[src/rtl/reg_writeback_arbiter.sv]
// reg_writeback_arbiter
//   Write-side front end of the register file. Merges single-cycle ALU results
//   and buffered load results into one registered write port, and keeps a
//   pending-load scoreboard so decode can stall on RAW hazards.
// Ports
//   clk, rst_n                      clock, async active-low reset
//   alu_valid/alu_reg/alu_data      ALU result (always accepted)
//   lsu_valid/lsu_ready/lsu_reg/lsu_data   load result handshake into buffer
//   issue_valid/issue_reg           load issued by decode; marks reg pending
//   chk_reg_a/chk_reg_b/stall       hazard check of two source registers
//   writeReg/writeData/regWrite     registered register-file write port
module reg_writeback_arbiter #(
    parameter int DATA_W     = 32,
    parameter int ADDR_W     = 5,
    parameter int FIFO_DEPTH = 2
) (
    input  logic              clk,
    input  logic              rst_n,
    input  logic              alu_valid,
    input  logic [ADDR_W-1:0] alu_reg,
    input  logic [DATA_W-1:0] alu_data,
    input  logic              lsu_valid,
    output logic              lsu_ready,
    input  logic [ADDR_W-1:0] lsu_reg,
    input  logic [DATA_W-1:0] lsu_data,
    input  logic              issue_valid,
    input  logic [ADDR_W-1:0] issue_reg,
    input  logic [ADDR_W-1:0] chk_reg_a,
    input  logic [ADDR_W-1:0] chk_reg_b,
    output logic              stall,
    output logic [ADDR_W-1:0] writeReg,
    output logic [DATA_W-1:0] writeData,
    output logic              regWrite
);

    localparam int PTR_W = (FIFO_DEPTH > 1) ? $clog2(FIFO_DEPTH) : 1;
    localparam int CNT_W = $clog2(FIFO_DEPTH + 1);
    localparam int NREG  = 1 << ADDR_W;

    logic [ADDR_W-1:0] fifo_reg_q  [FIFO_DEPTH];
    logic [DATA_W-1:0] fifo_data_q [FIFO_DEPTH];
    logic [PTR_W-1:0]  wr_ptr_q, rd_ptr_q;
    logic [CNT_W-1:0]  count_q, count_d;
    logic              lsu_ready_q;
    logic [NREG-1:0]   pending_q, pending_d;
    logic [ADDR_W-1:0] write_reg_q, write_reg_d;
    logic [DATA_W-1:0] write_data_q, write_data_d;
    logic              reg_write_q, reg_write_d;

    logic              alu_win, push, pop;
    logic [ADDR_W-1:0] head_reg;
    logic [DATA_W-1:0] head_data;

    assign head_reg  = fifo_reg_q[rd_ptr_q];
    assign head_data = fifo_data_q[rd_ptr_q];

    always_comb begin
        // An ALU result to reg 0 is dropped and does not take the port.
        alu_win = alu_valid && (alu_reg != '0);
        push    = lsu_valid && lsu_ready_q;
        pop     = !alu_win && (count_q != '0);

        case ({push, pop})
            2'b10:   count_d = count_q + CNT_W'(1);
            2'b01:   count_d = count_q - CNT_W'(1);
            default: count_d = count_q;
        endcase

        // Clear on pop first, then set, so a same-edge issue of the same reg wins.
        pending_d = pending_q;
        if (pop && (head_reg != '0)) pending_d[head_reg] = 1'b0;
        if (issue_valid && (issue_reg != '0)) pending_d[issue_reg] = 1'b1;
        pending_d[0] = 1'b0;

        write_reg_d  = write_reg_q;
        write_data_d = write_data_q;
        reg_write_d  = 1'b0;
        if (alu_win) begin
            write_reg_d  = alu_reg;
            write_data_d = alu_data;
            reg_write_d  = 1'b1;
        end else if (pop) begin
            write_reg_d  = head_reg;
            write_data_d = head_data;
            reg_write_d  = (head_reg != '0);
        end
    end

    always_ff @(posedge clk or negedge rst_n) begin
        if (!rst_n) begin
            wr_ptr_q     <= '0;
            rd_ptr_q     <= '0;
            count_q      <= '0;
            lsu_ready_q  <= 1'b0;
            pending_q    <= '0;
            write_reg_q  <= '0;
            write_data_q <= '0;
            reg_write_q  <= 1'b0;
        end else begin
            if (push) wr_ptr_q <= wr_ptr_q + PTR_W'(1);
            if (pop)  rd_ptr_q <= rd_ptr_q + PTR_W'(1);
            count_q      <= count_d;
            // Registered ready from the next count: never accepts into a full buffer.
            lsu_ready_q  <= (count_d < CNT_W'(FIFO_DEPTH));
            pending_q    <= pending_d;
            write_reg_q  <= write_reg_d;
            write_data_q <= write_data_d;
            reg_write_q  <= reg_write_d;
        end
    end

    // Buffer storage needs no reset; occupancy is tracked by count_q.
    always_ff @(posedge clk) begin
        if (push) begin
            fifo_reg_q[wr_ptr_q]  <= lsu_reg;
            fifo_data_q[wr_ptr_q] <= lsu_data;
        end
    end

    assign lsu_ready = lsu_ready_q;
    assign stall     = pending_q[chk_reg_a] | pending_q[chk_reg_b];
    assign writeReg  = write_reg_q;
    assign writeData = write_data_q;
    assign regWrite  = reg_write_q;

endmodule

[config.mk]
export PLATFORM = sky130hd
export DESIGN_NAME = reg_writeback_arbiter
export DESIGN_NICKNAME = d
export VERILOG_FILES = /design/src/rtl/reg_writeback_arbiter.sv
export SDC_FILE = /design/constraint.sdc
export NUM_CORES = 1
export LEC_CHECK = 0
export BUFFER_PORTS_ARGS = -buffer_cell sky130_fd_sc_hd__clkbuf_2
export CAP_MARGIN = 25
export CORE_ASPECT_RATIO = 0.8
export CORE_MARGIN = 1.5
export CORE_UTILIZATION = 40
export DETAILED_ROUTE_END_ITERATION = 16
export GPL_ROUTABILITY_DRIVEN = 1
export HOLD_SLACK_MARGIN = 0.03
export PLACE_DENSITY = 0.64
export REMOVE_ABC_BUFFERS = 1
export SLEW_MARGIN = 10
export SYNTH_ARGS = -nofsm -noshare
export SYNTH_HDL_FRONTEND = slang
export SYNTH_SLANG_ARGS = --single-unit
[constraint.sdc]
create_clock -name clk -period 2.9 [get_ports clk]
set_clock_uncertainty 0.15 [all_clocks]
set_input_delay 0.145 -clock clk [delete_from_list [all_inputs] [get_ports clk]]
set_output_delay 0.145 -clock clk [all_outputs]
set_load 0.01 [all_outputs]
Yosys cells after proc, flatten, opt, wreduce, memory -nomap -nowiden
Memories as Yosys holds them, arrays and structs flattened.
Index checks and enable logic that the tools add are counted.
{"block": "word_totals", "out_inout_bits": 40, "ff_bits": 74, "word_cells": 59, "input_bits": 94, "memories": 2, "ram_bits": 74}
{"block": "classes", "addsub": 4, "n_eq_ne": 2, "mux": 19, "n_bitwise": 4, "reduce_logical": 13, "order_cmp": 7}
{"name": "fifo_data_q", "words": 2, "width": 32, "rd": 1, "rd_ports_with_merged_regs": 0, "wr": 1, "line": "41", "source": "logic [DATA_W-1:0] fifo_data_q [FIFO_DEPTH];"}
{"name": "fifo_reg_q", "words": 2, "width": 5, "rd": 1, "rd_ports_with_merged_regs": 0, "wr": 1, "line": "40", "source": "logic [ADDR_W-1:0] fifo_reg_q [FIFO_DEPTH];"}
{"operator": "two-way mux 32 bit", "n": 4}
{"operator": "bitwise AND 32 bit", "n": 1}
{"operator": "NOT 32 bit", "n": 1}
{"operator": "OR 32 bit", "n": 1}
{"operator": "< comparator 5 x 6 -> 1 bit, second input constant", "n": 4}
{"operator": "nonzero test 5 bit", "n": 3}
{"operator": "binary-select mux 1 bit (select 5 bit)", "n": 2}
{"operator": "demux 1 bit (select 5 bit)", "n": 2}
{"operator": ">= comparator 5 x 1 -> 1 bit, second input constant", "n": 2}
{"operator": "two-way mux 5 bit", "n": 2}
{"operator": "two-way mux 1 bit", "n": 8}
{"operator": "logical AND 1 bit", "n": 7}
{"operator": "case mux 2 bit (2 select lines)", "n": 1}
{"operator": "nonzero test 2 bit", "n": 2}
{"operator": "adder 1 bit, second input constant", "n": 2}
{"operator": "adder 2 x 1 -> 2 bit, second input constant", "n": 1}
{"operator": "equality test 2 x 1 -> 1 bit, second input constant", "n": 1}
{"operator": "equality test 2 bit, second input constant", "n": 1}
{"operator": "< comparator 2 bit, second input constant", "n": 1}
{"operator": "subtractor 2 x 1 -> 2 bit, second input constant", "n": 1}
{"operator": "logical NOT 1 bit", "n": 1}
{"operator": "OR 1 bit", "n": 1}

Logic depth before layout (Yosys ltp)
Gate-level depths: netlist of the first run.
An unclocked memory read counts as a cell.
{"block": "depth", "depth_word": 10, "mapped_depth": 10}

Least setup slack after synthesis of the first run
No wires, ideal clock.
{"block": "synth_path", "path_kind": "register to register", "from": "register lsu_ready_q, in the netlist lsu_ready", "to": "memory fifo_data_q[0][0] (enable)", "path_slack_ns": 0.245, "required_ns": 2.319, "n_path_buf": 0, "arrival_ns": 2.074, "path_stages_with_launch": 3, "path_cell_list": "dfrtp_1 -> nand2_1 -> nor2_1"}
{"block": "synth_between", "elab_chain_len": 3}
{"item": "from (decl)", "line": "44", "source": "logic lsu_ready_q;"}
{"item": "from (signal assigned)", "line": "104", "source": "lsu_ready_q <= (count_d < CNT_W'(FIFO_DEPTH));"}
{"item": "logical AND 1 bit", "line": "60", "source": "push = lsu_valid && lsu_ready_q;"}
{"item": "two-way mux 1 bit", "line": "114", "source": "if (push) begin"}
{"item": "two-way mux 1 bit (not written as such)", "line": "116", "source": "fifo_data_q[wr_ptr_q] <= lsu_data;"}
{"item": "to (decl)", "line": "41"}
Every way passes these cells.

Worst setup path after layout of the first run
{"block": "layout_path", "from": "input alu_reg[1]", "to": "register pending_q[11]"}
{"block": "layout_between", "elab_chain_len": 8}
{"item": "from (decl)", "line": "20", "source": "input logic [ADDR_W-1:0] alu_reg,"}
{"item": "nonzero test 5 bit *", "line": "59", "source": "alu_win = alu_valid && (alu_reg != '0);"}
{"item": "logical AND 1 bit *", "line": "59"}
{"item": "logical NOT 1 bit *", "line": "61", "source": "pop = !alu_win && (count_q != '0);"}
{"item": "logical AND 1 bit *", "line": "61"}
{"item": "logical AND 1 bit *", "line": "71", "source": "if (pop && (head_reg != '0)) pending_d[head_reg] = 1'b0;"}
{"item": "two-way mux 32 bit *", "line": "71"}
{"item": "OR 32 bit (no source line)"}
{"item": "two-way mux 32 bit *", "line": "72", "source": "if (issue_valid && (issue_reg != '0)) pending_d[issue_reg] = 1'b1;"}
{"item": "named net pending_d[11]", "line": "45", "source": "logic [NREG-1:0] pending_q, pending_d;"}
{"item": "to (signal assigned)", "line": "105", "source": "pending_q <= pending_d;"}
{"item": "to (decl)", "line": "45"}
The timed path passes the listed nets; every way through them passes the cells marked *.
A chain may end at the register's enable or synchronous reset.

==> results of run 1 <==
how the worst min path moves through the flow:
stage | start | to | slack, ns | cells after the start
2_1_floorplan | rst_n | async pin | -0.30 | 0
3_3_place_gp | lsu_data[27] | fifo_data_q[0][27] | 0.19 | 1
3_5_place_dp | lsu_data[15] | fifo_data_q[0][15] | 0.19 | 1
4_1_cts | lsu_data[4] | fifo_data_q[0][4] | 0.29 | 2
5_1_grt | rst_n | pending_q[28] | 0.10 | 2
6_report | rst_n | pending_q[25] | 0.07 | 2
metal layers:
layer,global-route usage [%],part of all wire [%],vias to the layer above
li1,-,-,2355
met1,26.0,45,2476
met2,33.5,49,147
met3,5.21,5.2,12
met4,5.78,1.0,0
met5,0,0,-
per-stage QoR:
stage | power, W | cells | utilization [%]
after global routing | 0.00824 | 974 | 55.9
after CTS | 0.00779 | 973 | 55.7
after global placement | 0.00550 | 851 | 46.3
after detailed placement | 0.00558 | 851 | 46.3
final | 0.00776 | 974 | 55.9
after floorplan | 0.00470 | 495 | -
critical path: cells and delay by family:
kind                   cells  cell delay, ns
buffers and inverters      2            0.66
AND/OR/NAND/NOR            2            1.23
AO/OA/AOI/OAI              3            0.57
layout by cell type (no fill, tap or decap), drive strengths merged:
cell,instances
mux2i,42
bufinv,2
o211ai,5
a31oi,1
mux2,5
nand2,57
clkinv,4
xor2,2
and3b,1
xnor2,3
ha,1
nand3,8
dlygate4sd3,90
o21ai,105
nor2,43
or4,3
or2,2
nand2b,3
nand4,2
a21oi,38
or3,1
o21a,1
edfxtp,74
nor3b,1
buf,10
clkinvlp,6
o31a,1
nor2b,4
and3,1
mux4,13
nand3b,1
dfrtp,74
clkbuf,151
inv,4
what timing repair did:
item                      4_1_cts  5_1_grt
setup buffers                   0        0
hold endpoints to repair      214        0
hold buffers                   90        0
resized for setup               0        0
final cells by class:
type                    instances  area, um2  area share, %
clock inverters                13        136           1.56
flip-flops and latches        148       4080           46.6
repair buffers                232       1660           18.9
inverters                       3       11.3          0.129
multi-input cells             344       2170           24.8
clock buffers                  19        433           4.95
well taps                     215        269           3.08
kinds of logic after synthesis:
| logic type | count (synthesis) | synth area share (%) |
|---|---|---|
| buffers and inverters | 33 | 2.16 |
| XOR/XNOR | 5 | 0.689 |
| multiplexers | 60 | 12.1 |
| flip-flops | 148 | 64.1 |
| adder cells (fa/ha/maj) | 1 | 0.197 |
| AO/OA/AOI/OAI | 151 | 12.2 |
| AND/OR/NAND/NOR | 127 | 8.60 |
state kept, by name, indices dropped and copies added (netlist names), named ones only:
register / cells
count_q: 1
fifo_data_q: 64
fifo_reg_q: 10
lsu_ready: 1
pending_q: 31
rd_ptr_q: 1
regWrite: 1
wr_ptr_q: 1
writeData: 32
writeReg: 5
power breakdown:
part | switching [W] | leakage (nW) | internal (W)
clock | 0.000846 | 0.259 | 0.00126
sequential | 0.000447 | 1.57 | 0.00287
combinational | 0.00130 | 1.81 | 0.00104
==> out/results.ini, run 1 <==
[yosys]
synth_edf_count = 74
netlist_top_cells_count = 89 x o21ai_0, 74 x dfrtp_1, 74 x edfxtp_1
netlist.area_leader.share_pct = 34.9
avgSynthCellArea_um2 = 12.1
yosysTopAreaCell = edfxtp_1
yosys-top-cells-area = edfxtp_1 35%, dfrtp_1 29%, o21ai_0 7.0%
syn_area_mm2 = 0.00636
ys_types = 34
ys_seq_elements = 148
ys_async_sr_fraction_pct = 50.0
netlist_instances = 525
ys_seq_area_share_pct = 64.1
synth_ff_type = edfxtp_1
yosys_warnings = 0
synth_most_common_cell = o21ai_0

[final_layout]
nNetsFinal = 841
fillers = 1301
drive_gt1_share_pct = 26.0
fin_area_mm2 = 0.00875
antenna_cells = 0
area_delta_synth_final_pct = 37.5

[die]
die_y_um = 116
design.core.area_mm2 = 0.0156
rows = 41
dieArea_mm2 = 0.0167
die_x_um = 144
ios = 134
start_util_pct = 40.6

[grt]
grt_pass1_wl_um = 25300
antenna_found_initial = 0
overflow = 0
grt_max_degree = 75
grt_usage_pct = 20.1
grt_pass1_vias = 4970

[critical_path]
startpoint_type = primary input
worstPathCellList = dlygate4sd3_1 > clkbuf_2 > or4_4 > o21a_2 > or4_1 > o21ai_1 > o21ai_0
crit_required_ns = 3.04
critPathKind = primary input to register
critPathMaxFanout = 8
reg2reg_from = rd_ptr_q
cp_data_arrival_time_ns = 2.61
cp-startpoint = alu_reg[1]
crit_path_top_delay_cell = or4_1
critPathCaptureType = register
rr_endpoint = pending_q[4]
crit_path_max_incr_delay_ns = 0.70
ff2ff_path_depth = 5
r2r_setup_slack_ns = 0.68
cp-endpoint = pending_q[11]

[power_and_ir_drop]
p_per_area_mw_per_mm2 = 887
total_leakage_power_nw = 3.63
irDropWorstVdd_uv = 513

[sta]
worst_slew_pin_slew_ns = 0.625
timing.final.ws_setup_ns = 0.423
relSlewSlack_pct = 57.2
finalCritPeriodShare_pct = 85.4
hold_violations = 0
finalSetupTns_ns = 0
fmax_mhz = 404
whs_ns = 0.0712
fin_crit_ns = 2.48
setup_violations = 0
rsz0062_at_grt = no
slew_violations = 0

[placement]
place_area_mm2 = 0.00725
place_congestion = 0.840
place_ws_ns = 0.608
dp_hpwl_um = 10700
io_buffers = 133

[detailed_routing]
drc = 0
avgViaCountPerCell = 5.12
wl_per_cell_um = 16.1
vias = 4990
drtIter0Drc = 344
wl_um = 15700
ant_nets = 0
dr.pass1.iters = 5

[clock_tree]
clk_path_buf_depth = 2
h-tree-depth = 4
cts_sinks = 148
path_clk_slew_ns = 0.06
clock_tree.root_cell = clkbuf_16
cts_buffers = 17
clk_latency_ns = 0.42
cts_tree = built

[min_path]
hold_path_class = primary input to async pin

[flow_run]
cap_violations = 0

[status]
outcome = complete, no violations

No activity file was read; power rests on OpenSTA's default activity.
==> inputs of run 2 (changes only) <==
--- a/config.mk
+++ b/config.mk
@@ -7,13 +7,15 @@
 export LEC_CHECK = 0
 export BUFFER_PORTS_ARGS = -buffer_cell sky130_fd_sc_hd__clkbuf_2
 export CAP_MARGIN = 25
+export CELL_PAD_IN_SITES_DETAIL_PLACEMENT = 2
+export CELL_PAD_IN_SITES_GLOBAL_PLACEMENT = 2
 export CORE_ASPECT_RATIO = 0.8
 export CORE_MARGIN = 1.5
-export CORE_UTILIZATION = 40
+export CORE_UTILIZATION = 36
 export DETAILED_ROUTE_END_ITERATION = 16
 export GPL_ROUTABILITY_DRIVEN = 1
 export HOLD_SLACK_MARGIN = 0.03
-export PLACE_DENSITY = 0.64
+export PLACE_DENSITY = 0.82
 export REMOVE_ABC_BUFFERS = 1
 export SLEW_MARGIN = 10
 export SYNTH_ARGS = -nofsm -noshare
==> run 2 against run 1 <==
Net effect: first-iteration DRC count down 9.3%; clock power is 2% higher; via count increased by 8.3%; utilization down 5.6 points; non-clock buffer count down 5; worst hold slack lost 0.0069 ns; fmax shrank 9.9%; clock-buffer cell count stayed put; combinational power up 15%; cell area decreased by 0.41%; sequential power grew 3%; power grew 6.3%; largest power group unchanged; highest routed layer unchanged.
==> out/results.ini, run 2 (synthesis results as in run 1) <==
[critical_path]
r2r_setup_slack_ns = 0.30  ; -0.38 ns
critPathCaptureType = register
startpoint_type = primary input
critPathMaxFanout = 8  ; unchanged
critPathKind = primary input to register
crit_required_ns = 3.02  ; -0.02 ns
cp_data_arrival_time_ns = 2.87  ; +0.26 ns

[grt]
grt_pass1_vias = 6250  ; +26%
grt_usage_pct = 29.3  ; +9.2 points
antenna_found_initial = 3  ; +3
overflow = 0  ; unchanged
grt_max_degree = 75  ; unchanged
grt_pass1_wl_um = 38700  ; +53%

[final_layout]
fillers = 1711  ; +32%
largest_reg_flops = 64  ; unchanged
area_delta_synth_final_pct = 37.0
layout.cells.non_filler = 983  ; +0.92%
drive_gt1_share_pct = 26.1  ; +0.17 points
layout_commonest_cell = clkbuf_2
largest_register = fifo_data_q
nNetsFinal = 836  ; -0.59%
layout_common_cells = 132 x clkbuf_2, 89 x o21ai_0, 87 x dlygate4sd3_1, 74 x edfxtp_1, 73 x dfrtp_1

[die]
die_y_um = 122  ; +5.3%
rows = 43  ; +4.9%
start_util_pct = 36.7  ; -3.9 points
die_x_um = 152  ; +5.3%
dieArea_mm2 = 0.0185  ; +11%
design.core.area_mm2 = 0.0173  ; +11%
ios = 134  ; unchanged

[sta]
slew_violations = 0  ; unchanged
rsz0062_at_grt = no
worst_slew_pin_slew_ns = 0.777  ; +0.153 ns
fmax_mhz = 364  ; -9.9%
hold_violations = 0  ; unchanged
finalSetupTns_ns = 0  ; unchanged
timing.final.ws_setup_ns = 0.150  ; -0.273 ns
fin_crit_ns = 2.75  ; +0.273 ns
finalCritPeriodShare_pct = 94.8  ; +9.4 points
relSlewSlack_pct = 46.7  ; -10 points
setup_violations = 0  ; unchanged

[clock_tree]
cts_tree = built
clk_path_buf_depth = 2  ; unchanged
h-tree-depth = 4  ; unchanged
cts_buffers = 17  ; unchanged
cts_sinks = 148  ; unchanged
clock_tree.root_cell = clkbuf_16
clk_latency_ns = 0.44  ; +0.02 ns
path_clk_slew_ns = 0.06  ; about the same
cts_setup_buffers = 0  ; unchanged

[detailed_routing]
wl_per_cell_um = 26.3  ; +63%
wl_um = 25800  ; +64%
avgViaCountPerCell = 5.50  ; +7.3%
vias = 5406  ; +8.3%
dr.pass1.iters = 4  ; -1
drc = 0  ; unchanged
drtIter0Drc = 312  ; -9.3%
ant_nets = 0  ; unchanged

[placement]
io_buffers = 133  ; unchanged
place_congestion = 0.847  ; +0.87%
dp_hpwl_um = 14000  ; +32%
dpl.cell_count = 859  ; +0.94%
place_ws_ns = 0.491  ; -0.117 ns

[flow_run]
cap_violations = 0  ; unchanged

[power_and_ir_drop]
irDropWorstVdd_uv = 486  ; -5.3%
total_leakage_power_nw = 3.62  ; -0.54%
p_per_area_mw_per_mm2 = 947  ; +6.8%

[status]
outcome = complete, no violations

[min_path]
hold_path_class = primary input to register

## run 2: changes by cell type in the layout (fill, tap and decap cells not counted)
cell	previous run	this run
clkinv_4	1	4
clkinvlp_4	6	4
bufinv_16	2	0
clkinv_2	2	1
diode_2	0	4
clkbuf_1	2	0
buf_4	9	7
inv_8	0	1
inv_6	1	2
dlygate4sd3_1	90	87
clkbuf_8	0	2
## run 2: layout make-up
type	count	area [um2]	share of cell area (%)
inverter	3	11.3	0.129
clock inverter	13	103	1.18
multi-input combinational	344	2170	24.9
tap	225	282	3.23
sequential	148	4080	46.8
timing repair buffer	227	1610	18.5
antenna	4	10.0	0.115
clock buffer	19	453	5.20
## run 2: path summary, 6_finish.rpt
check	start	end	depth (start not counted)
setup / recovery	alu_reg[1]	pending_q[23]	7
hold / removal	issue_reg[2]	pending_q[31]	3
setup reg to reg	rd_ptr_q	pending_q[13]	5
max in group asynchronous	rst_n	pending_q[13]	4
min in group asynchronous	rst_n	writeData[22]	3
hold reg to reg	pending_q[31]	pending_q[31]	2
## run 2: power breakdown
group          internal [W]  switching, W  leakage [nW]
registers           0.00287      0.000554          1.57
logic               0.00103       0.00165          1.79
clock network       0.00115      0.000996         0.262
## run 2: critical path, cell delays in order
cell and delay, ns:
dlygate4sd3_1 0.53, clkbuf_2 0.12, or4_4 0.53, o21a_2 0.27, or4_1 0.75, o21ai_1 0.32, o21ai_0 0.20
## run 2: routing by layer
metal / wire length, um / up-vias / global-route usage, %
met1: 10200 / 2814 / 33.9
li1: - / 2358 / -
met3: 1200 / 40 / 7.04
met5: 0 / - / 0
met4: 598 / 0 / 9.56
met2: 13800 / 194 / 53.2
## run 2: metrics by stage
stage	power [W]	instance area [um2]	utilization (%)	hold WS (ns)
2_1_floorplan	0.00470	6230	-	-0.301
3_3_place_gp	0.00550	7250	41.8	0.186
3_5_place_dp	0.00574	7250	41.8	0.189
4_1_cts	0.00801	8660	50.0	0.0420
5_1_grt	0.00864	8710	50.3	0.0731
6_report	0.00825	8710	50.3	0.0643
## run 2: timing repair
| action | in CTS | in global routing |
|---|---|---|
| hold buffers | 86 | 1 |
| resized for setup | 0 | 0 |
| hold endpoints to repair | 200 | 14 |
==> inputs of run 3 (changes only) <==
--- a/config.mk
+++ b/config.mk
@@ -5,6 +5,7 @@
 export SDC_FILE = /design/constraint.sdc
 export NUM_CORES = 1
 export LEC_CHECK = 0
+export ABC_AREA = 1
 export BUFFER_PORTS_ARGS = -buffer_cell sky130_fd_sc_hd__clkbuf_2
 export CAP_MARGIN = 25
 export CELL_PAD_IN_SITES_DETAIL_PLACEMENT = 2
@@ -15,7 +16,7 @@
 export DETAILED_ROUTE_END_ITERATION = 16
 export GPL_ROUTABILITY_DRIVEN = 1
 export HOLD_SLACK_MARGIN = 0.03
-export PLACE_DENSITY = 0.82
+export PLACE_DENSITY = 0.86
 export REMOVE_ABC_BUFFERS = 1
 export SLEW_MARGIN = 10
 export SYNTH_ARGS = -nofsm -noshare
==> constraint.sdc (replaced) <==
create_clock -name clk -period 3.2 [get_ports clk]
set_clock_uncertainty 0.15 [all_clocks]
set_input_delay 0.16 -clock clk [delete_from_list [all_inputs] [get_ports clk]]
set_output_delay 0.16 -clock clk [all_outputs]
set_load 0.01 [all_outputs]
==> run 3 against run 2 <==
Net effect: non-clock buffer count is 5 lower; register-to-register slack better by 0.04 ns; cell area is 3.5% higher; sequential share of layout area is 1.6 points lower; routed wire length is 28% higher; first-iteration DRC count is 34% higher; utilization is 0.66 points lower; sequential power is 8.5% lower; largest cell class unchanged; clock-buffer cell count is 1 lower; global-route usage is 6.0 points higher.
==> out/results.ini, run 3 <==
[final_layout]
largest_reg_flops = 64  ; unchanged
regArea_mm2 = 0.00408  ; unchanged
layout_commonest_cell = nand2_1
drive_gt1_share_pct = 21.8  ; -4.4 points
largest_register = fifo_data_q
final_util_pct = 49.6  ; -0.66 points
multi_input_area_mm2 = 0.00230  ; +6.0%
layout.cells.non_filler = 1168  ; +19%
fillers = 1928  ; +13%
area_delta_synth_final_pct = 34.5
layout_common_cells = 267 x nand2_1, 132 x clkbuf_2, 82 x dlygate4sd3_1, 74 x edfxtp_1, 73 x dfrtp_1
nNetsFinal = 1019  ; +22%

[yosys]
syn_area_mm2 = 0.00670  ; +5.4%
ys_seq_elements = 148  ; unchanged
synth_edf_count = 74  ; unchanged
synth_ff_type = edfxtp_1
yosys-top-cells-area = edfxtp_1 33%, dfrtp_1 28%, nand2_1 15%
netlist_top_cells_count = 267 x nand2_1, 74 x dfrtp_1, 74 x edfxtp_1
ys_types = 28  ; -18%
netlist.area_leader.share_pct = 33.2  ; -1.8 points
yosysTopAreaCell = edfxtp_1
ys_async_sr_fraction_pct = 50.0  ; unchanged
avgSynthCellArea_um2 = 9.48  ; -22%
synth_most_common_cell = nand2_1
netlist_instances = 707  ; +35%
ys_seq_area_share_pct = 60.8  ; -3.3 points
yosys_warnings = 0  ; unchanged

[detailed_routing]
dr.pass1.iters = 5  ; +1
wl_per_cell_um = 28.3  ; +7.7%
drc = 0  ; unchanged
avgViaCountPerCell = 5.55  ; +0.99%
wl_um = 33000  ; +28%
drtIter0Drc = 419  ; +34%
ant_nets = 0  ; unchanged
met3RoutedLength_um = 1750  ; +45%
dr_wl_met2_um = 17200  ; +24%
vias = 6487  ; +20%
dr.max_layer_used = met4
drt-met1-wl_um = 12500  ; +23%

[clock_tree]
clock_tree.root_cell = clkbuf_16
cts-resized-gates = 0  ; unchanged
cts_tree = built
cts_buffers = 17  ; unchanged
clk_latency_ns = 0.45  ; about the same
clk_path_buf_depth = 2  ; unchanged
h-tree-depth = 4  ; unchanged
path_clk_slew_ns = 0.07  ; about the same
cts_sinks = 148  ; unchanged

[critical_path]
reg2reg_from = rd_ptr_q
critPathCaptureType = register
critPathMaxFanout = 18  ; +10
startpoint_type = register
rr_endpoint = pending_q[27]
crit_path_max_incr_delay_ns = 0.67  ; -0.08 ns
crit_required_ns = 3.38  ; +0.36 ns
cpMostUsedCell = nand2_1
r2r_setup_slack_ns = 0.34  ; +0.04 ns
crit_path_top_delay_cell = dfrtp_2
cp-endpoint = pending_q[27]
cp_data_arrival_time_ns = 3.04  ; +0.17 ns
worstPathCellList = buf_4 > nand2_1 > nand2_1 > inv_2 > nor2_2 > nand2_2 > o21ai_1 > o21ai_0 > dlygate4sd3_1
cp-startpoint = rd_ptr_q
critPathKind = register to register
ff2ff_path_depth = 9  ; +4

[grt]
antenna_found_initial = 1  ; -2
overflow = 0  ; unchanged
grt_max_degree = 75  ; unchanged
grt_pass1_wl_um = 49000  ; +27%
grt_pass1_vias = 7519  ; +20%
grt_usage_pct = 35.3  ; +6.0 points

[min_path]
hold_path_class = primary input to register

[sta]
relSlewSlack_pct = 37.4  ; -9.3 points
finalCritPeriodShare_pct = 89.4
fin_crit_ns = 2.86
hold_violations = 0  ; unchanged
rsz0062_at_grt = no
fmax_mhz = 350
finalSetupTns_ns = 0  ; unchanged
whs_ns = 0.0624  ; -0.00193 ns
slew_violations = 0  ; unchanged
worst_slew_pin_slew_ns = 0.935  ; +0.158 ns
setup_violations = 0  ; unchanged

[die]
start_util_pct = 36.9  ; +0.18 points
dieArea_mm2 = 0.0195  ; +5.3%
die_x_um = 156  ; +2.6%
die_y_um = 125  ; +2.6%
rows = 44  ; +2.3%
ios = 134  ; unchanged
design.core.area_mm2 = 0.0182  ; +4.9%

[flow_run]
cap_violations = 0  ; unchanged

[power_and_ir_drop]
p_per_area_mw_per_mm2 = 869  ; -8.3%
total_leakage_power_nw = 4.10  ; +13%
irDropWorstVdd_uv = 426  ; -12%

[placement]
dpl.cell_count = 1052  ; +22%
dp_hpwl_um = 17300  ; +24%
place_congestion = 0.836  ; -1.3%
io_buffers = 133  ; unchanged

[status]
outcome = complete, no violations

-- run 3: worst min path at each step --
stage,from,to,slack [ns],depth (start not counted)
6_report,issue_reg[4],pending_q[7],0.06,4
5_1_grt,issue_reg[4],pending_q[11],0.08,4
2_1_floorplan,rst_n,async pin,-0.29,0
3_3_place_gp,lsu_data[26],fifo_data_q[1][26],0.20,1
3_5_place_dp,lsu_data[29],fifo_data_q[1][29],0.21,1
4_1_cts,issue_reg[4],pending_q[5],0.04,4
-- run 3: cell families (layout without fill, tap and decap cells) --
kind of cell             Yosys count  after routing  share of synthesized area (%)
multiplexers                      17             17                           2.54
XOR/XNOR                           4              4                          0.523
AO/OA/AOI/OAI                     67             67                           6.20
adder cells (fa/ha/maj)            1              1                          0.187
flip-flops                       148            148                           60.8
AND/OR/NAND/NOR                  390            390                           24.6
other                              0              1                              0
buffers and inverters             80            310                           5.19
-- run 3: cell type report --
type | instances | share of cell area (%)
antenna | 1 | 0.0278
clock buffer | 18 | 4.76
clock inverter | 14 | 1.67
inverter | 56 | 2.36
multi-input combinational | 479 | 25.5
sequential | 148 | 45.2
tap | 230 | 3.19
timing repair buffer | 222 | 17.3
-- run 3: critical path, delay by kind of cell, from the launching register on --
kind / cells / cell delay, ns
and+or+nand+nor: 4 / 0.63
buffers and inverters: 3 / 1.00
DFF: 1 / 0.67
AOI/OAI and AO/OA: 2 / 0.29
-- run 3: report_power, final --
group,switching [W],total [W],internal [W],leakage [nW]
sequential,0.000525,0.00313,0.00261,1.57
combinational,0.00177,0.00257,0.000802,2.25
clock,0.000974,0.00213,0.00116,0.282
total,0.00326,0.00783,0.00457,4.10
-- run 3: per-layer routing --
metal / up-vias / GRT usage (%)
met4: 0 / 21.3
met2: 298 / 61.8
met3: 97 / 7.07
li1: 2762 / -
met5: - / 0
met1: 3330 / 39.8
-- run 3: repair_timing --
action	CTS	global route
endpoints found under the hold margin	198	0
hold buffers	82	0
setup buffers	0	0
-- run 3: metrics by stage --
step	cell area [um2]	total power, W	setup slack, ns
after floorplan	6570	0.00423	0.544
after global placement	7580	0.00504	1.11
after detailed placement	7580	0.00528	0.924
after CTS	8980	0.00749	0.513
after global routing	9010	0.00811	0.236
final	9010	0.00783	0.340
